<file path="src/rtl/pipelined_cla_adder_if.sv">
// Valid/ready operand and result bundle for pipelined_cla_adder.
// out_ovf exists only when PIPE_CLA_OVF_EN is defined.
interface pipelined_cla_adder_if #(
  parameter int NBITS = 16
);
  logic             in_valid;
  logic             in_ready;
  logic [NBITS-1:0] in_a;
  logic [NBITS-1:0] in_b;
  logic             in_cin;
  logic             in_sub;
  logic             out_valid;
  logic             out_ready;
  logic [NBITS-1:0] out_sum;
  logic             out_cout;
`ifdef PIPE_CLA_OVF_EN
  logic             out_ovf;

  modport master (
    output in_valid, in_a, in_b, in_cin, in_sub, out_ready,
    input  in_ready, out_valid, out_sum, out_cout, out_ovf
  );
  modport slave (
    input  in_valid, in_a, in_b, in_cin, in_sub, out_ready,
    output in_ready, out_valid, out_sum, out_cout, out_ovf
  );
`else
  modport master (
    output in_valid, in_a, in_b, in_cin, in_sub, out_ready,
    input  in_ready, out_valid, out_sum, out_cout
  );
  modport slave (
    input  in_valid, in_a, in_b, in_cin, in_sub, out_ready,
    output in_ready, out_valid, out_sum, out_cout
  );
`endif
endinterface

</file>
<file path="src/rtl/pipelined_cla_adder.sv">
// Elastic pipelined carry-lookahead adder/subtractor, one CW-bit chunk resolved per stage.
// Define PIPE_CLA_OVF_EN to add the signed-overflow output carried with each beat.
module pipelined_cla_adder #(
  parameter int NBITS   = 16,
  parameter int NSTAGES = 4
) (
  input logic                  clk,
  input logic                  rst_n,
  pipelined_cla_adder_if.slave bus
);
  localparam int CW = NBITS / NSTAGES;

  if (NBITS % NSTAGES != 0) begin : g_bad_cfg
    $error("NBITS must be divisible by NSTAGES");
  end

  function automatic logic [CW:0] cla_chunk(input logic [CW-1:0] a,
                                            input logic [CW-1:0] b,
                                            input logic          cin);
    logic [CW-1:0] g;
    logic [CW-1:0] p;
    logic [CW:0]   c;
    g    = a & b;
    p    = a ^ b;
    c[0] = cin;
    for (int i = 0; i < CW; i++) c[i+1] = g[i] | (p[i] & c[i]);
    return {c[CW], p ^ c[CW-1:0]};
  endfunction

  // a_q rotates right by CW per stage: the processed A chunk drops out at the
  // bottom and its sum chunk enters at the top, so the last stage holds the sum.
  logic [NBITS-1:0]   a_q  [NSTAGES];
  logic [NBITS-1:0]   b_q  [NSTAGES];
  logic [NSTAGES-1:0] c_q;
  logic [NSTAGES-1:0] v_q;
  logic [NSTAGES-1:0] adv;

  logic [NBITS-1:0]   a_in [NSTAGES];
  logic [NBITS-1:0]   b_in [NSTAGES];
  logic [NSTAGES-1:0] c_in;
  logic [NSTAGES-1:0] v_in;
  logic [NBITS-1:0]   a_nx [NSTAGES];
  logic [NBITS-1:0]   b_nx [NSTAGES];
  logic [CW-1:0]      s_nx [NSTAGES];
  logic [NSTAGES-1:0] c_nx;

  always_comb begin
    a_in[0] = bus.in_a;
    b_in[0] = bus.in_sub ? ~bus.in_b : bus.in_b;
    c_in[0] = bus.in_sub | bus.in_cin;
    v_in[0] = bus.in_valid;
    for (int k = 1; k < NSTAGES; k++) begin
      a_in[k] = a_q[k-1];
      b_in[k] = b_q[k-1];
      c_in[k] = c_q[k-1];
      v_in[k] = v_q[k-1];
    end
  end

  always_comb begin
    for (int k = 0; k < NSTAGES; k++) begin
      {c_nx[k], s_nx[k]} = cla_chunk(a_in[k][CW-1:0], b_in[k][CW-1:0], c_in[k]);
      a_nx[k] = (a_in[k] >> CW) | (NBITS'(s_nx[k]) << (NBITS - CW));
      b_nx[k] = b_in[k] >> CW;
    end
  end

  // A stage may load when the output drains or any stage at or beyond it is a bubble.
  always_comb begin
    for (int k = 0; k < NSTAGES; k++) begin
      adv[k] = bus.out_ready | (|(~v_q >> k));
    end
  end

  always_ff @(posedge clk or negedge rst_n) begin
    if (!rst_n) begin
      v_q <= '0;
      c_q <= '0;
      for (int k = 0; k < NSTAGES; k++) begin
        a_q[k] <= '0;
        b_q[k] <= '0;
      end
    end else begin
      for (int k = 0; k < NSTAGES; k++) begin
        if (adv[k]) begin
          v_q[k] <= v_in[k];
          if (v_in[k]) begin
            a_q[k] <= a_nx[k];
            b_q[k] <= b_nx[k];
            c_q[k] <= c_nx[k];
          end
        end
      end
    end
  end

  assign bus.in_ready  = adv[0];
  assign bus.out_valid = v_q[NSTAGES-1];
  assign bus.out_sum   = a_q[NSTAGES-1];
  assign bus.out_cout  = c_q[NSTAGES-1];

`ifdef PIPE_CLA_OVF_EN
  logic ovf_nx;
  logic ovf_q;

  // The last stage sees the operand MSBs in the top bit of its chunk.
  always_comb begin
    ovf_nx = (a_in[NSTAGES-1][CW-1] == b_in[NSTAGES-1][CW-1]) &&
             (s_nx[NSTAGES-1][CW-1] != a_in[NSTAGES-1][CW-1]);
  end

  always_ff @(posedge clk or negedge rst_n) begin
    if (!rst_n) begin
      ovf_q <= 1'b0;
    end else if (adv[NSTAGES-1] && v_in[NSTAGES-1]) begin
      ovf_q <= ovf_nx;
    end
  end

  assign bus.out_ovf = ovf_q;
`endif
endmodule

</file>
<file path="src/flat_wrapper.sv">
// flat-port wrapper written by rule: the top's interface ports become plain ports
module pipelined_cla_adder_flat 
#(
  parameter int NBITS   = 16,
  parameter int NSTAGES = 4
)
  (clk, rst_n, bus_in_valid, bus_in_a, bus_in_b, bus_in_cin, bus_in_sub, bus_out_ready, bus_in_ready, bus_out_valid, bus_out_sum, bus_out_cout);
  pipelined_cla_adder_if #(.NBITS(NBITS)) bus_i ();
  input logic clk;
  input logic rst_n;
  input wire logic [$bits(bus_i.in_valid)-1:0] bus_in_valid;
  input wire logic [$bits(bus_i.in_a)-1:0] bus_in_a;
  input wire logic [$bits(bus_i.in_b)-1:0] bus_in_b;
  input wire logic [$bits(bus_i.in_cin)-1:0] bus_in_cin;
  input wire logic [$bits(bus_i.in_sub)-1:0] bus_in_sub;
  input wire logic [$bits(bus_i.out_ready)-1:0] bus_out_ready;
  output wire logic [$bits(bus_i.in_ready)-1:0] bus_in_ready;
  output wire logic [$bits(bus_i.out_valid)-1:0] bus_out_valid;
  output wire logic [$bits(bus_i.out_sum)-1:0] bus_out_sum;
  output wire logic [$bits(bus_i.out_cout)-1:0] bus_out_cout;
  assign bus_i.in_valid = bus_in_valid;
  assign bus_i.in_a = bus_in_a;
  assign bus_i.in_b = bus_in_b;
  assign bus_i.in_cin = bus_in_cin;
  assign bus_i.in_sub = bus_in_sub;
  assign bus_i.out_ready = bus_out_ready;
  assign bus_in_ready = bus_i.in_ready;
  assign bus_out_valid = bus_i.out_valid;
  assign bus_out_sum = bus_i.out_sum;
  assign bus_out_cout = bus_i.out_cout;
  pipelined_cla_adder #(.NBITS(NBITS), .NSTAGES(NSTAGES)) u_core (.clk(clk), .rst_n(rst_n), .bus(bus_i));
endmodule
</file>
<file path="config.mk">
export PLATFORM = sky130hd
export DESIGN_NAME = pipelined_cla_adder_flat
export DESIGN_NICKNAME = d
export VERILOG_FILES = /design/src/rtl/pipelined_cla_adder_if.sv /design/src/rtl/pipelined_cla_adder.sv /design/src/flat_wrapper.sv
export SDC_FILE = /design/constraint.sdc
export NUM_CORES = 1
export LEC_CHECK = 0
export CORE_ASPECT_RATIO = 1.4
export CORE_UTILIZATION = 59
export DETAILED_ROUTE_END_ITERATION = 10
export HOLD_SLACK_MARGIN = 0.08
export PLACE_DENSITY = 0.91
export SYNTH_ARGS = -nofsm -noshare
export SYNTH_HDL_FRONTEND = slang
export SYNTH_SLANG_ARGS = --single-unit
</file>
<file path="constraint.sdc">
create_clock -name clk -period 4 [get_ports clk]
set_clock_uncertainty 0.2 [all_clocks]
set_input_delay 0.8 -clock clk [delete_from_list [all_inputs] [get_ports clk]]
set_output_delay 0.8 -clock clk [all_outputs]
set_load 0.02 [all_outputs]
</file>
==> flow_summary.toml <==
[run_status]
run_status = "completed"

[placed_design]
gpl.final_weighted_congestion = 0.768
io_buffers = 56
hpwl_um = 4990

[global_route]
grt-busiest-layer = "met2"
grt_pass1_vias = 2447
use_met1_pct = 28.6
antenna_violations_before_repair = 0
grt_usage_pct = 22.2
grt_remaining_overflow = 0
grt_pass1_wl_um = 11800
groute.layer.met2.usage_pct = 36.3
use_met3_pct = 4.28
grt_max_degree = 49

[critical_path]
timing.critical_path.fanout_max = 3
cp_data_arrival_time_ns = 3.48
reg2reg_to = "u_core.a_in[31]"
end_kind = "register"
critPathLaunchType = "primary input"
rr_startpoint = "u_core.b_in[32]"
r2r_cells = 8
worst-setup-path-type = "in -> reg"
rrSetupSlack_ns = 1.46
data_required_time_at_the_worst_endpoint_ns = 4.04

[timing]
timing_hold_violations_final = 0
post_route_fraction_of_the_period_consumed_by_the_critical_path_pct = 86.0
rsz0062_at_grt = "false"
timing_worst_slew_pin_value_ns = 0.815
setup_total_negative_slack_ns = 0
finalSetupViolCount = 0
maxClockFrequency_ghz = 0.291
minimum_clock_period_after_layout_ns = 3.44
drv_slew = 0
maxSlewHeadroom_pct = 45.5

[route]
detail_route.wl_per_cell_um = 15.6
number_of_remaining_drc_errors = 0
post_drt_via_cell_ratio = 5.18
drt_pre_antenna_iters = 4
dr.first_iter.drc_count = 121
wire_length_after_detailed_routing_um = 6870
via_count = 2272
antenna_violating_nets_post_route = 0

[clock_tree]
clock_insertion_delay_worst_skew_ns = 0.35
tritoncts = "yes"
hold_buffers = 0
cts.clk_slew.worst_paths_ns = 0.08
h-tree-depth = 3
cts_resized = 0
cts_post_setup_buffers_inserted = 0
cts_max_path_bufs = 2
cts_sinks = 96
ctsRootBufferMaster = "sky130_fd_sc_hd__clkbuf_8"
inserted_clock_buffers = 9

[finish]
area_growth_syn_to_layout_pct = 20.1
utilization_pct = 74.8
register_area_mm2 = 0.00240
nNetsFinal = 398
multi_input_comb_area_mm2 = 0.00159
ant_diodes = 0
fraction_of_layout_cells_with_a_size_suffix_above_1_pct = 28.5
num-fill-cells = 430

[synth]
netlist-cell-type-count = 18
post-synth-top-area-fraction_pct = 57.5
syn-mean-instance-area_um2 = 14.9
total_number_of_yosys_warnings = 0
synth-seq-cells = 96
yosysSeqAreaShare_pct = 57.5
synthesis.nets = 335
syn-instance-count = 281
synthesis.area_mm2 = 0.00418
netlist_top_cells_area = "sky130_fd_sc_hd__dfrtp_1, sky130_fd_sc_hd__mux2_2, sky130_fd_sc_hd__fa_1, sky130_fd_sc_hd__inv_1, sky130_fd_sc_hd__mux2i_1"
yosys.area.top_type = "sky130_fd_sc_hd__dfrtp_1"

[die]
io_pins = 57
row_count = 35
floorplan.die_area_mm2 = 0.00742
initial_core_util_pct = 62.3
floorplan.die.width_um = 73.1
die_height_um = 102
floorplan.core_area_mm2 = 0.00670

[pwr]
leakagePower_nw = 2.26
power.total_mw = 3.15
pwr_density_cell_mw_per_mm2 = 629
peakVddDrop_mv = 0.453

[run]
max-cap-violations = 0

[worst_hold_path]
min-delay-path-class = "in -> async"
stage by stage:
step	hold WS [ns]	worst slack, ns	instance area, µm²	cells
floorplan	0.266	0.452	4180	281
global placement	0.282	0.311	4840	425
detailed placement	0.286	0.216	4840	425
CTS	0.245	0.564	5010	439
global route	0.285	0.513	5010	439
finish	0.239	0.560	5010	439
sequential cells by signal, indices dropped and copies added (netlist names):
name / cells
u_core.c_q: 4
u_core.b_in: 24
u_core.a_in: 48
u_core.v_q: 4
u_core.bus.out_sum: 16
kinds of logic after synthesis:
| group | after synthesis | share of synthesized area, % |
|---|---|---|
| XOR/XNOR | 16 | 3.36 |
| AO/OA/AOI/OAI | 7 | 0.899 |
| adder cells (fa/ha/maj) | 16 | 7.67 |
| flip-flops | 96 | 57.5 |
| buffers and inverters | 44 | 4.55 |
| multiplexers | 89 | 24.1 |
| AND/OR/NAND/NOR | 13 | 1.86 |
report_power, final:
group          switching, mW  internal, mW  total, mW  leakage (nW)
Clock                  0.294         0.271      0.566        0.0886
Sequential             0.191          1.32       1.52          1.12
Combinational          0.473         0.599       1.07          1.05
Total                  0.959          2.20       3.15          2.26
cell type report:
| cell class | instances | share of cell area, % |
|---|---|---|
| tap | 92 | 2.30 |
| inverter | 34 | 2.54 |
| timing repair buffer | 62 | 12.0 |
| multi-input combinational | 141 | 31.8 |
| sequential | 96 | 47.9 |
| clock buffer | 14 | 3.44 |
metal layers:
metal,part of all wire [%],routed length [µm]
met2,53,3620
met3,3.2,221
met1,42,2880
met4,2.0,138
met5,0,0
worst max-delay path, cell delays in order:
cell	delay (ns)
sky130_fd_sc_hd__clkdlybuf4s50_1	0.49
sky130_fd_sc_hd__xnor2_1	0.19
sky130_fd_sc_hd__fa_1	0.44
sky130_fd_sc_hd__fa_1	0.41
sky130_fd_sc_hd__fa_1	0.37
sky130_fd_sc_hd__inv_1	0.08
sky130_fd_sc_hd__fa_1	0.43
sky130_fd_sc_hd__mux2_2	0.28
Yosys cell counts (all sizes together):
master and n:
mux2i 11, o21ai 6, mux2 78, nand2b 4, a21boi 1, nand3b 1
and4b 1, dfrtp 96, inv 34, nand2 5, fa 16, nor2 1
xor2 11, buf 10, nand4b 1, xnor2 5
layout by cell type, fill, tap and decap left out, drive strengths merged:
cell type,synthesis,routed
mux2,78,78
o21ai,6,6
clkdlybuf4s50,0,55
nor2,1,1
and4b,1,1
clkbuf,0,14
mux2i,11,11
dfrtp,96,96
inv,34,34
nand2b,4,4
nand3b,1,1
xor2,11,11
nand2,5,5
buf,10,7
fa,16,16
a21boi,1,1
nand4b,1,1
xnor2,5,5
how the worst max path moves through the flow:
stage / from / slack [ns] / end / cells past startpoint
3_5_place_dp: bus_in_sub / 0.22 / u_core.a_in[47] / 8
3_3_place_gp: bus_in_sub / 0.31 / u_core.a_in[47] / 8
2_1_floorplan: bus_in_sub / 0.45 / u_core.a_in[47] / 9
6_report: bus_in_sub / 0.56 / u_core.a_in[47] / 8
4_1_cts: bus_in_sub / 0.56 / u_core.a_in[47] / 8
5_1_grt: bus_in_sub / 0.51 / u_core.a_in[47] / 8
Note: power is estimated with default switching activity, not from simulation.
